File: src/rtl/mac_pkg.sv
// Shared widths, pipeline-depth limits, sideband type and saturation constants
// for the pipelined multiply-accumulate block.
package mac_pkg;

  localparam int DEF_A_W   = 32;
  localparam int DEF_B_W   = 32;
  localparam int DEF_ACC_W = 80;
  localparam int DEF_PIPE  = 3;
  localparam int PIPE_MIN  = 1;
  localparam int PIPE_MAX  = 4;

  // Widest accumulator the saturation helpers can describe.
  localparam int SAT_W_MAX = 256;

  typedef struct packed {
    logic signed_mode;
    logic acc_mode;
    logic clear_acc;
  } side_t;

  function automatic logic [SAT_W_MAX-1:0] sat_smax(input int w);
    return (SAT_W_MAX'(1) << (w - 1)) - SAT_W_MAX'(1);
  endfunction

  function automatic logic [SAT_W_MAX-1:0] sat_smin(input int w);
    return SAT_W_MAX'(1) << (w - 1);
  endfunction

  function automatic logic [SAT_W_MAX-1:0] sat_umax(input int w);
    if (w >= SAT_W_MAX) return '1;
    return (SAT_W_MAX'(1) << w) - SAT_W_MAX'(1);
  endfunction

endpackage

File: src/rtl/pipelined_mac_if.sv
// Sample-in / result-out bus of the pipelined MAC.
// Handshake: a beat moves when valid && ready on the same rising edge; a
// producer holds valid and payload steady until ready is seen, and ready never
// depends on valid.
interface pipelined_mac_if
  import mac_pkg::*;
#(
  parameter int A_W   = DEF_A_W,
  parameter int B_W   = DEF_B_W,
  parameter int ACC_W = DEF_ACC_W
);

  logic             in_valid;
  logic             in_ready;
  logic [A_W-1:0]   a;
  logic [B_W-1:0]   b;
  logic             signed_mode;
  logic             acc_mode;
  logic             clear_acc;
  logic             out_valid;
  logic             out_ready;
  logic [ACC_W-1:0] p;
  logic             overflow;

  modport master (
    output in_valid, a, b, signed_mode, acc_mode, clear_acc, out_ready,
    input  in_ready, out_valid, p, overflow
  );

  modport slave (
    input  in_valid, a, b, signed_mode, acc_mode, clear_acc, out_ready,
    output in_ready, out_valid, p, overflow
  );

endinterface

File: src/rtl/mac_mult_pipe.sv
// PIPE-stage product pipeline: exact A_W+B_W-bit product with per-sample
// sideband, advancing only when the consumer is not stalled.
module mac_mult_pipe
  import mac_pkg::*;
#(
  parameter int A_W  = DEF_A_W,
  parameter int B_W  = DEF_B_W,
  parameter int PIPE = DEF_PIPE
) (
  input  logic               clk,
  input  logic               reset,
  input  logic               advance,
  input  logic               in_valid,
  input  logic [A_W-1:0]     a,
  input  logic [B_W-1:0]     b,
  input  side_t              in_side,
  output logic               out_valid,
  output logic [A_W+B_W-1:0] out_prod,
  output side_t              out_side
);

  localparam int PW = A_W + B_W;

  logic [PW-1:0] ax;
  logic [PW-1:0] bx;
  logic [PW-1:0] prod;

  logic [PIPE-1:0] valid_q;
  logic [PW-1:0]   prod_q [PIPE];
  side_t           side_q [PIPE];

  // Extending both operands to the full product width makes the truncated
  // product exact for signed and unsigned alike.
  always_comb begin
    ax   = in_side.signed_mode ? PW'($signed(a)) : PW'(a);
    bx   = in_side.signed_mode ? PW'($signed(b)) : PW'(b);
    prod = ax * bx;
  end

  // The first register captures the product; later stages are pure delay and
  // are left for the synthesis tool to retime into the multiplier.
  always_ff @(posedge clk) begin
    if (reset) begin
      valid_q <= '0;
      for (int i = 0; i < PIPE; i++) begin
        prod_q[i] <= '0;
        side_q[i] <= '0;
      end
    end else if (advance) begin
      valid_q[0] <= in_valid;
      prod_q[0]  <= prod;
      side_q[0]  <= in_side;
      for (int i = 1; i < PIPE; i++) begin
        valid_q[i] <= valid_q[i-1];
        prod_q[i]  <= prod_q[i-1];
        side_q[i]  <= side_q[i-1];
      end
    end
  end

  assign out_valid = valid_q[PIPE-1];
  assign out_prod  = prod_q[PIPE-1];
  assign out_side  = side_q[PIPE-1];

endmodule

File: src/rtl/pipelined_mac.sv
// Pipelined multiply-accumulate with saturation: product pipeline followed by a
// single accumulate/saturate/output stage under valid/ready flow control.
module pipelined_mac
  import mac_pkg::*;
#(
  parameter int A_W   = DEF_A_W,
  parameter int B_W   = DEF_B_W,
  parameter int ACC_W = DEF_ACC_W,
  parameter int PIPE  = DEF_PIPE
) (
  input  logic           clk,
  input  logic           reset,
  pipelined_mac_if.slave bus
);

  localparam int PW = A_W + B_W;

  localparam logic [ACC_W-1:0] SMAX = ACC_W'(sat_smax(ACC_W));
  localparam logic [ACC_W-1:0] SMIN = ACC_W'(sat_smin(ACC_W));
  localparam logic [ACC_W-1:0] UMAX = ACC_W'(sat_umax(ACC_W));

  logic stall;
  logic advance;

  logic          m_valid;
  logic [PW-1:0] m_prod;
  side_t         m_side;
  side_t         in_side;

  logic [ACC_W-1:0] acc_q;
  logic [ACC_W-1:0] p_q;
  logic             out_valid_q;
  logic             overflow_q;

  logic [ACC_W-1:0] ext;
  logic [ACC_W-1:0] base;
  logic [ACC_W:0]   sum_s;
  logic [ACC_W:0]   sum_u;
  logic [ACC_W-1:0] acc_next;
  logic             sat;

  assign stall   = out_valid_q && !bus.out_ready;
  assign advance = !stall;

  assign in_side.signed_mode = bus.signed_mode;
  assign in_side.acc_mode    = bus.acc_mode;
  assign in_side.clear_acc   = bus.clear_acc;

  mac_mult_pipe #(
    .A_W  (A_W),
    .B_W  (B_W),
    .PIPE (PIPE)
  ) u_mult (
    .clk       (clk),
    .reset     (reset),
    .advance   (advance),
    .in_valid  (bus.in_valid),
    .a         (bus.a),
    .b         (bus.b),
    .in_side   (in_side),
    .out_valid (m_valid),
    .out_prod  (m_prod),
    .out_side  (m_side)
  );

  // One guard bit above the accumulator width exposes overflow: for signed
  // sums the two top bits disagree, for unsigned sums the carry is set.
  always_comb begin
    ext      = m_side.signed_mode ? ACC_W'($signed(m_prod)) : ACC_W'(m_prod);
    base     = m_side.clear_acc ? '0 : acc_q;
    sum_s    = {base[ACC_W-1], base} + {ext[ACC_W-1], ext};
    sum_u    = {1'b0, base} + {1'b0, ext};
    sat      = 1'b0;
    acc_next = '0;
    if (m_side.signed_mode) begin
      sat      = sum_s[ACC_W] != sum_s[ACC_W-1];
      acc_next = sat ? (sum_s[ACC_W] ? SMIN : SMAX) : sum_s[ACC_W-1:0];
    end else begin
      sat      = sum_u[ACC_W];
      acc_next = sat ? UMAX : sum_u[ACC_W-1:0];
    end
  end

  always_ff @(posedge clk) begin
    if (reset) begin
      acc_q       <= '0;
      p_q         <= '0;
      out_valid_q <= 1'b0;
      overflow_q  <= 1'b0;
    end else if (advance) begin
      out_valid_q <= m_valid;
      if (m_valid) begin
        if (m_side.acc_mode) begin
          acc_q <= acc_next;
          p_q   <= acc_next;
          if (sat) begin
            overflow_q <= 1'b1;
          end else if (m_side.clear_acc) begin
            overflow_q <= 1'b0;
          end
        end else begin
          p_q <= ext;
        end
      end
    end
  end

  assign bus.in_ready  = !stall;
  assign bus.out_valid = out_valid_q;
  assign bus.p         = p_q;
  assign bus.overflow  = overflow_q;

endmodule
File: src/flat_wrapper.sv
// flat-port wrapper written by rule: the top's interface ports become plain ports
module pipelined_mac_flat import mac_pkg::*;
#(
  parameter int A_W   = DEF_A_W,
  parameter int B_W   = DEF_B_W,
  parameter int ACC_W = DEF_ACC_W,
  parameter int PIPE  = DEF_PIPE
)
  (clk, reset, bus_in_valid, bus_a, bus_b, bus_signed_mode, bus_acc_mode, bus_clear_acc, bus_out_ready, bus_in_ready, bus_out_valid, bus_p, bus_overflow);
  pipelined_mac_if #(.A_W(A_W), .B_W(B_W), .ACC_W(ACC_W)) bus_i ();
  input  logic clk;
  input  logic reset;
  input wire logic [$bits(bus_i.in_valid)-1:0] bus_in_valid;
  input wire logic [$bits(bus_i.a)-1:0] bus_a;
  input wire logic [$bits(bus_i.b)-1:0] bus_b;
  input wire logic [$bits(bus_i.signed_mode)-1:0] bus_signed_mode;
  input wire logic [$bits(bus_i.acc_mode)-1:0] bus_acc_mode;
  input wire logic [$bits(bus_i.clear_acc)-1:0] bus_clear_acc;
  input wire logic [$bits(bus_i.out_ready)-1:0] bus_out_ready;
  output wire logic [$bits(bus_i.in_ready)-1:0] bus_in_ready;
  output wire logic [$bits(bus_i.out_valid)-1:0] bus_out_valid;
  output wire logic [$bits(bus_i.p)-1:0] bus_p;
  output wire logic [$bits(bus_i.overflow)-1:0] bus_overflow;
  assign bus_i.in_valid = bus_in_valid;
  assign bus_i.a = bus_a;
  assign bus_i.b = bus_b;
  assign bus_i.signed_mode = bus_signed_mode;
  assign bus_i.acc_mode = bus_acc_mode;
  assign bus_i.clear_acc = bus_clear_acc;
  assign bus_i.out_ready = bus_out_ready;
  assign bus_in_ready = bus_i.in_ready;
  assign bus_out_valid = bus_i.out_valid;
  assign bus_p = bus_i.p;
  assign bus_overflow = bus_i.overflow;
  pipelined_mac #(.A_W(A_W), .B_W(B_W), .ACC_W(ACC_W), .PIPE(PIPE)) u_core (.clk(clk), .reset(reset), .bus(bus_i));
endmodule
File: config.mk
export PLATFORM = sky130hd
export DESIGN_NAME = pipelined_mac_flat
export DESIGN_NICKNAME = d
export VERILOG_FILES = /design/src/rtl/mac_pkg.sv /design/src/rtl/pipelined_mac_if.sv /design/src/rtl/mac_mult_pipe.sv /design/src/rtl/pipelined_mac.sv /design/src/flat_wrapper.sv
export SDC_FILE = /design/constraint.sdc
export NUM_CORES = 2
export LEC_CHECK = 0
export ABC_CLOCK_PERIOD_IN_PS = 28700
export BUFFER_PORTS_ARGS = -buffer_cell sky130_fd_sc_hd__buf_2
export CORE_MARGIN = 2
export CORE_UTILIZATION = 70
export CTS_CLUSTER_DIAMETER = 200
export DETAILED_ROUTE_END_ITERATION = 8
export HOLD_SLACK_MARGIN = 0.03
export PLACE_DENSITY = 0.88
export SYNTH_ARGS = -nofsm -noshare
export SYNTH_HDL_FRONTEND = slang
export SYNTH_SLANG_ARGS = --single-unit
File: constraint.sdc
create_clock -name clk -period 28.7 [get_ports clk]
set_input_delay 8.61 -clock clk [delete_from_list [all_inputs] [get_ports clk]]
set_output_delay 8.61 -clock clk [all_outputs]
set_load 0.05 [all_outputs]
### Word level (Yosys, flattened, before mapping)

Memories as Yosys holds them, arrays and structs flattened.
Cells that the tools add are included.

* register bits: 165
* output and inout bits: 83
* RAM bits: 201
* memories: 2
* word-level logic and storage cells: 48
* memory bits (read-only): 0
* latch bits: 0
* input bits: 71

* reduce and logical (&&, ||, !) cells: 7
* add/subtract/negate cells: 2
* multiplexer cells: 23
* $mul: 1
* magnitude comparators: 0
* equal/unequal tests: 1
* shifts and indexed selects: 0
* bitwise logic cells: 7
* divide/modulo/power cells: 0

Memories
* u_core.u_mult.prod_q: depth 3, bits a word 64, rd ports 3, clocked after Yosys merged registers in 0, write ports 3, line mac_mult_pipe.sv:29 `logic [PW-1:0] prod_q [PIPE];`
* u_core.u_mult.side_q: depth 3, bits a word 3, rd ports 3, clocked after Yosys merged registers in 0, write ports 3, line mac_mult_pipe.sv:30 `side_t side_q [PIPE];`

Operators by type and width (number)
* 2-to-1 mux 80 bit: 7
* 2-to-1 mux 64 bit: 5
* adder 80 x 80 -> 81 bit: 2
* multiplier 64 x 64 -> 64 bit: 1
* 2-to-1 mux 3 bit: 3
* 2-to-1 mux 1 bit: 8
* OR 1 bit: 6
* AND reduction 4 bit: 1
* AND reduction 3 bit: 1
* logical NOT 1 bit: 2
* AND reduction 2 bit: 1
* nonzero test 2 bit: 1
* logical AND 1 bit: 1
* != test 1 bit: 1
* inverter 1 bit: 1

### Depth between registers and ports, before layout

* word-level depth: 6
* mapped depth: 37
* depth with buffers taken out: 34

### By module

Synthesis repeated with hierarchy kept, for this count alone.

* cell total of the unflattened synthesis: 7178
* area, all modules: 67556.0 um^2

By module, submodules not included
* mac_mult_pipe: seq. area each 6095.8 um^2, area each 55783.5 um^2, cells each 5603, instances 1
* pipelined_mac: seq. area each 3243.1 um^2, area each 11772.5 um^2, cells each 1575, instances 1

### Least setup slack after synthesis

Ideal clock, no wire load.

* kind: input -> output
* start: input bus_out_ready
* end: output bus_in_ready
* data arrival time: 9.993 ns
* slack: 10.097 ns
* buffers on the path: 4
* cell stages on the path: 6
* data required time: 20.090 ns
* cell sequence: nor2b_1 > clkbuf_1 > inv_1 > clkbuf_1 > clkbuf_1 > clkbuf_1

* longest elaborated chain between the ends: 3

Ends and longest elaborated chain
* start: declaration: line flat_wrapper.sv:19 `input wire logic [$bits(bus_i.out_ready)-1:0] bus_out_ready;`
* logical NOT 1 bit: line pipelined_mac.sv:42 `assign stall = out_valid_q && !bus.out_ready;`
* logical AND 1 bit: line pipelined_mac.sv:42
* logical NOT 1 bit
* end: declaration: line flat_wrapper.sv:20 `output wire logic [$bits(bus_i.in_ready)-1:0] bus_in_ready;`

Every way passes these cells.

==> impl_metrics.csv <==
group,metric,value,unit
synth,synthFlopType,"edfxtp_1",
clock_tree,cts_resized,0,
layout,multi_input_area,0.05031,sq mm
sta,period_needed,18550,ps
layout,final_nets,8937,
routing,drcViolationCount,0,
worst_setup_path,rr_worst_depth,16,
worst_setup_path,cp_slowest_cell,"fa_1",
placed_design,dp_hpwl,143900,um
worst_setup_path,arrival,18990,ps
floorplanning,die_y,313.6,um
synth,synthesis.area,0.06710,sq mm
synth,syn_area_per_cell,9.302,sq um
sta,relSlewSlack,0.2333,
global_routing,grtUsageMet3,0.08959,
clock_tree,cts_tree,"done",
worst_setup_path,cp-end-kind,"flip-flop",
sta,fin_crit_sh,0.6465,
clock_tree,clk_pin_slew,70,ps
global_routing,grt_pass1_wl,292800,um
layout,regArea,0.009339,sq mm
synth,syn_inst,7213,
sta,setup_violations,0,
sta,hold_viol,0,
global_routing,top_usage_layer,"met2",
synth,synth.distinct_cells,82,
routing,first_iter_violations,4397,
synth,synth_seq_area_share,0.1392,
worst_setup_path,critPathLaunchType,"primary input",
global_routing,grt_usage,0.3847,
clock_tree,numCtsBuffers,31,
clock_tree,htree_levels,1,
global_routing,grt_pass1_vias,54280,
clock_tree,cts_sinks,366,
routing,wl_per_cell,21.99,um
routing,first_pass_iters,6,
layout,fill_cells,6778,
global_routing,met1_usage,0.5093,
routing,drt.antenna.violating_nets,0,
run_status,status,"complete, no violations",
synth,yosys-top-cells-area,"fa_1, edfxtp_1, inv_1, ha_1, and2_1",
clock_tree,hold_buffers,0,
synth,netlist.area_leader.share,0.4216,
clock_tree,cts.path.max_buffers,3,
synth,synth_common_cells,"inv_1, fa_1, nand2_1",
sta,worst_clock_skew,28.70,ps
run,maxCapViolations,0,
placed_design,pre_cts_slack,9620,ps
placed_design,port_buffers,153,
clock_tree,clk_latency,620,ps
worst_setup_path,crit_path_frequent_cell,"fa_1",
worst_setup_path,cp.required,29140,ps
synth,yosys.area.top_type,"fa_1",
sta,setup_ws,10150,ps
routing,num_vias,49970,
global_routing,grt_overflow,0,
worst_setup_path,max_stage_delay,860,ps
floorplanning,dieArea,0.09834,sq mm
floorplanning,fp-row-count,113,
layout,areaGrowthSynthToFinish,3.248,%
sta,final.setup.tns,0,ps
synth,synth_edf_count,201,
placed_design,globalplace.congestion,0.9779,
worst_setup_path,crit_fanout,29,
routing,viasPerCell,5.987,
sta,max_freq,0.05390,GHz
clock_tree,root_buffer,"clkbuf_16",
floorplanning,die_x,313.6,um
sta,maxSlewViolCount,0,
sta,tightest_slew,1142,ps
worst_setup_path,path_class,"primary input to flip-flop",
clock_tree,post_cts_buffers,0,
global_routing,grt_max_degree,105,
global_routing,antenna_found_initial,5,
sta,rsz0062_at_grt,"no",
synth,yosysWarnings,0,
floorplanning,initial_core_util,0.7062,
worst_hold_path,whs_path_depth,2,
synth,syn-num-nets,9094,
synth,async_flop_share,0,
global_routing,gr-usage-met2,0.6196,
worst_hold_path,hold_class,"flip-flop to flip-flop",
floorplanning,boundaryPins,154,
routing,wl,183500,um
layout,drive_gt1_frac,0.04195,
floorplanning,design.core.area,0.09501,sq mm
synth,synth.most_common_cell,"inv_1",
synth,ys_seq_elements,366,
-- layout make-up --
cell class / instances / area share
clock buffer: 35 / 0.01141
sequential: 366 / 0.1348
timing repair buffer: 206 / 0.01680
antenna: 2 / 0.00007225
inverter: 1559 / 0.08453
multi-input combinational: 4892 / 0.7262
tap: 1265 / 0.02285
clock inverter: 22 / 0.003323
-- per-layer routing --
metal / share of wire / routed length [um]
met1: 0.38 / 69290
met2: 0.46 / 84950
met3: 0.12 / 21220
met5: 0.000065 / 12
met4: 0.044 / 8072
-- state kept, by name, indices dropped and copies added, names as in the netlist --
signal	flops
u_core.acc_q	80
u_core.bus.out_valid	1
u_core.bus.overflow	1
u_core.bus.p	80
u_core.u_mult.prod_q	192
u_core.u_mult.side_q	9
u_core.u_mult.valid_q	3
-- worst max-delay path, delay by kind of cell --
| family | cells | cell delay, ps |
|---|---|---|
| adder cells (fa/ha/maj) | 11 | 5990 |
| AND/OR/NAND/NOR | 3 | 1520 |
| AO/OA/AOI/OAI | 10 | 1700 |
| buffers and inverters | 6 | 1130 |
-- cells by family after synthesis --
family / share of synthesized area
compound gates: 0.06385
flops: 0.1392
simple gates: 0.1637
xor+xnor: 0.02542
buf+inv: 0.1112
mux: 0.0006340
fa+ha+maj: 0.4959
-- metrics by stage --
stage	util	hold WS [ps]	cells	cell area (sq um)
finish	0.7291	462.5	8347	69280
global route	0.7291	487.2	8345	69270
CTS	0.7291	460.9	8345	69270
detailed placement	0.7183	449.9	8288	68250
global placement	0.7183	440.4	8288	68250
floorplan	-	428.6	7213	67100
-- layout by cell type (no fill, tap or decap), types with 165 or more instances in the layout --
| master | n |
|---|---|
| and3_1 | 183 |
| dfxtp_1 | 165 |
| nor2_1 | 352 |
| and2_1 | 590 |
| a21oi_1 | 253 |
| edfxtp_1 | 201 |
| fa_1 | 1413 |
| ha_1 | 397 |
| nand2_1 | 643 |
| inv_1 | 1557 |
-- worst paths after layout --
kind                              start                     endpoint  slack (ps)
min            u_core.u_mult.valid_q[1]     u_core.u_mult.valid_q[1]         460
max reg2reg  u_core.u_mult.side_q[0][6]             u_core.acc_q[38]       22610
max                     bus_signed_mode  u_core.u_mult.prod_q[0][63]       10150
min reg2reg    u_core.u_mult.valid_q[1]     u_core.u_mult.valid_q[1]         460
Power is left out: the tool's default activity adds up to more than one toggle a clock period on the data nets, which glitch-free logic cannot reach.
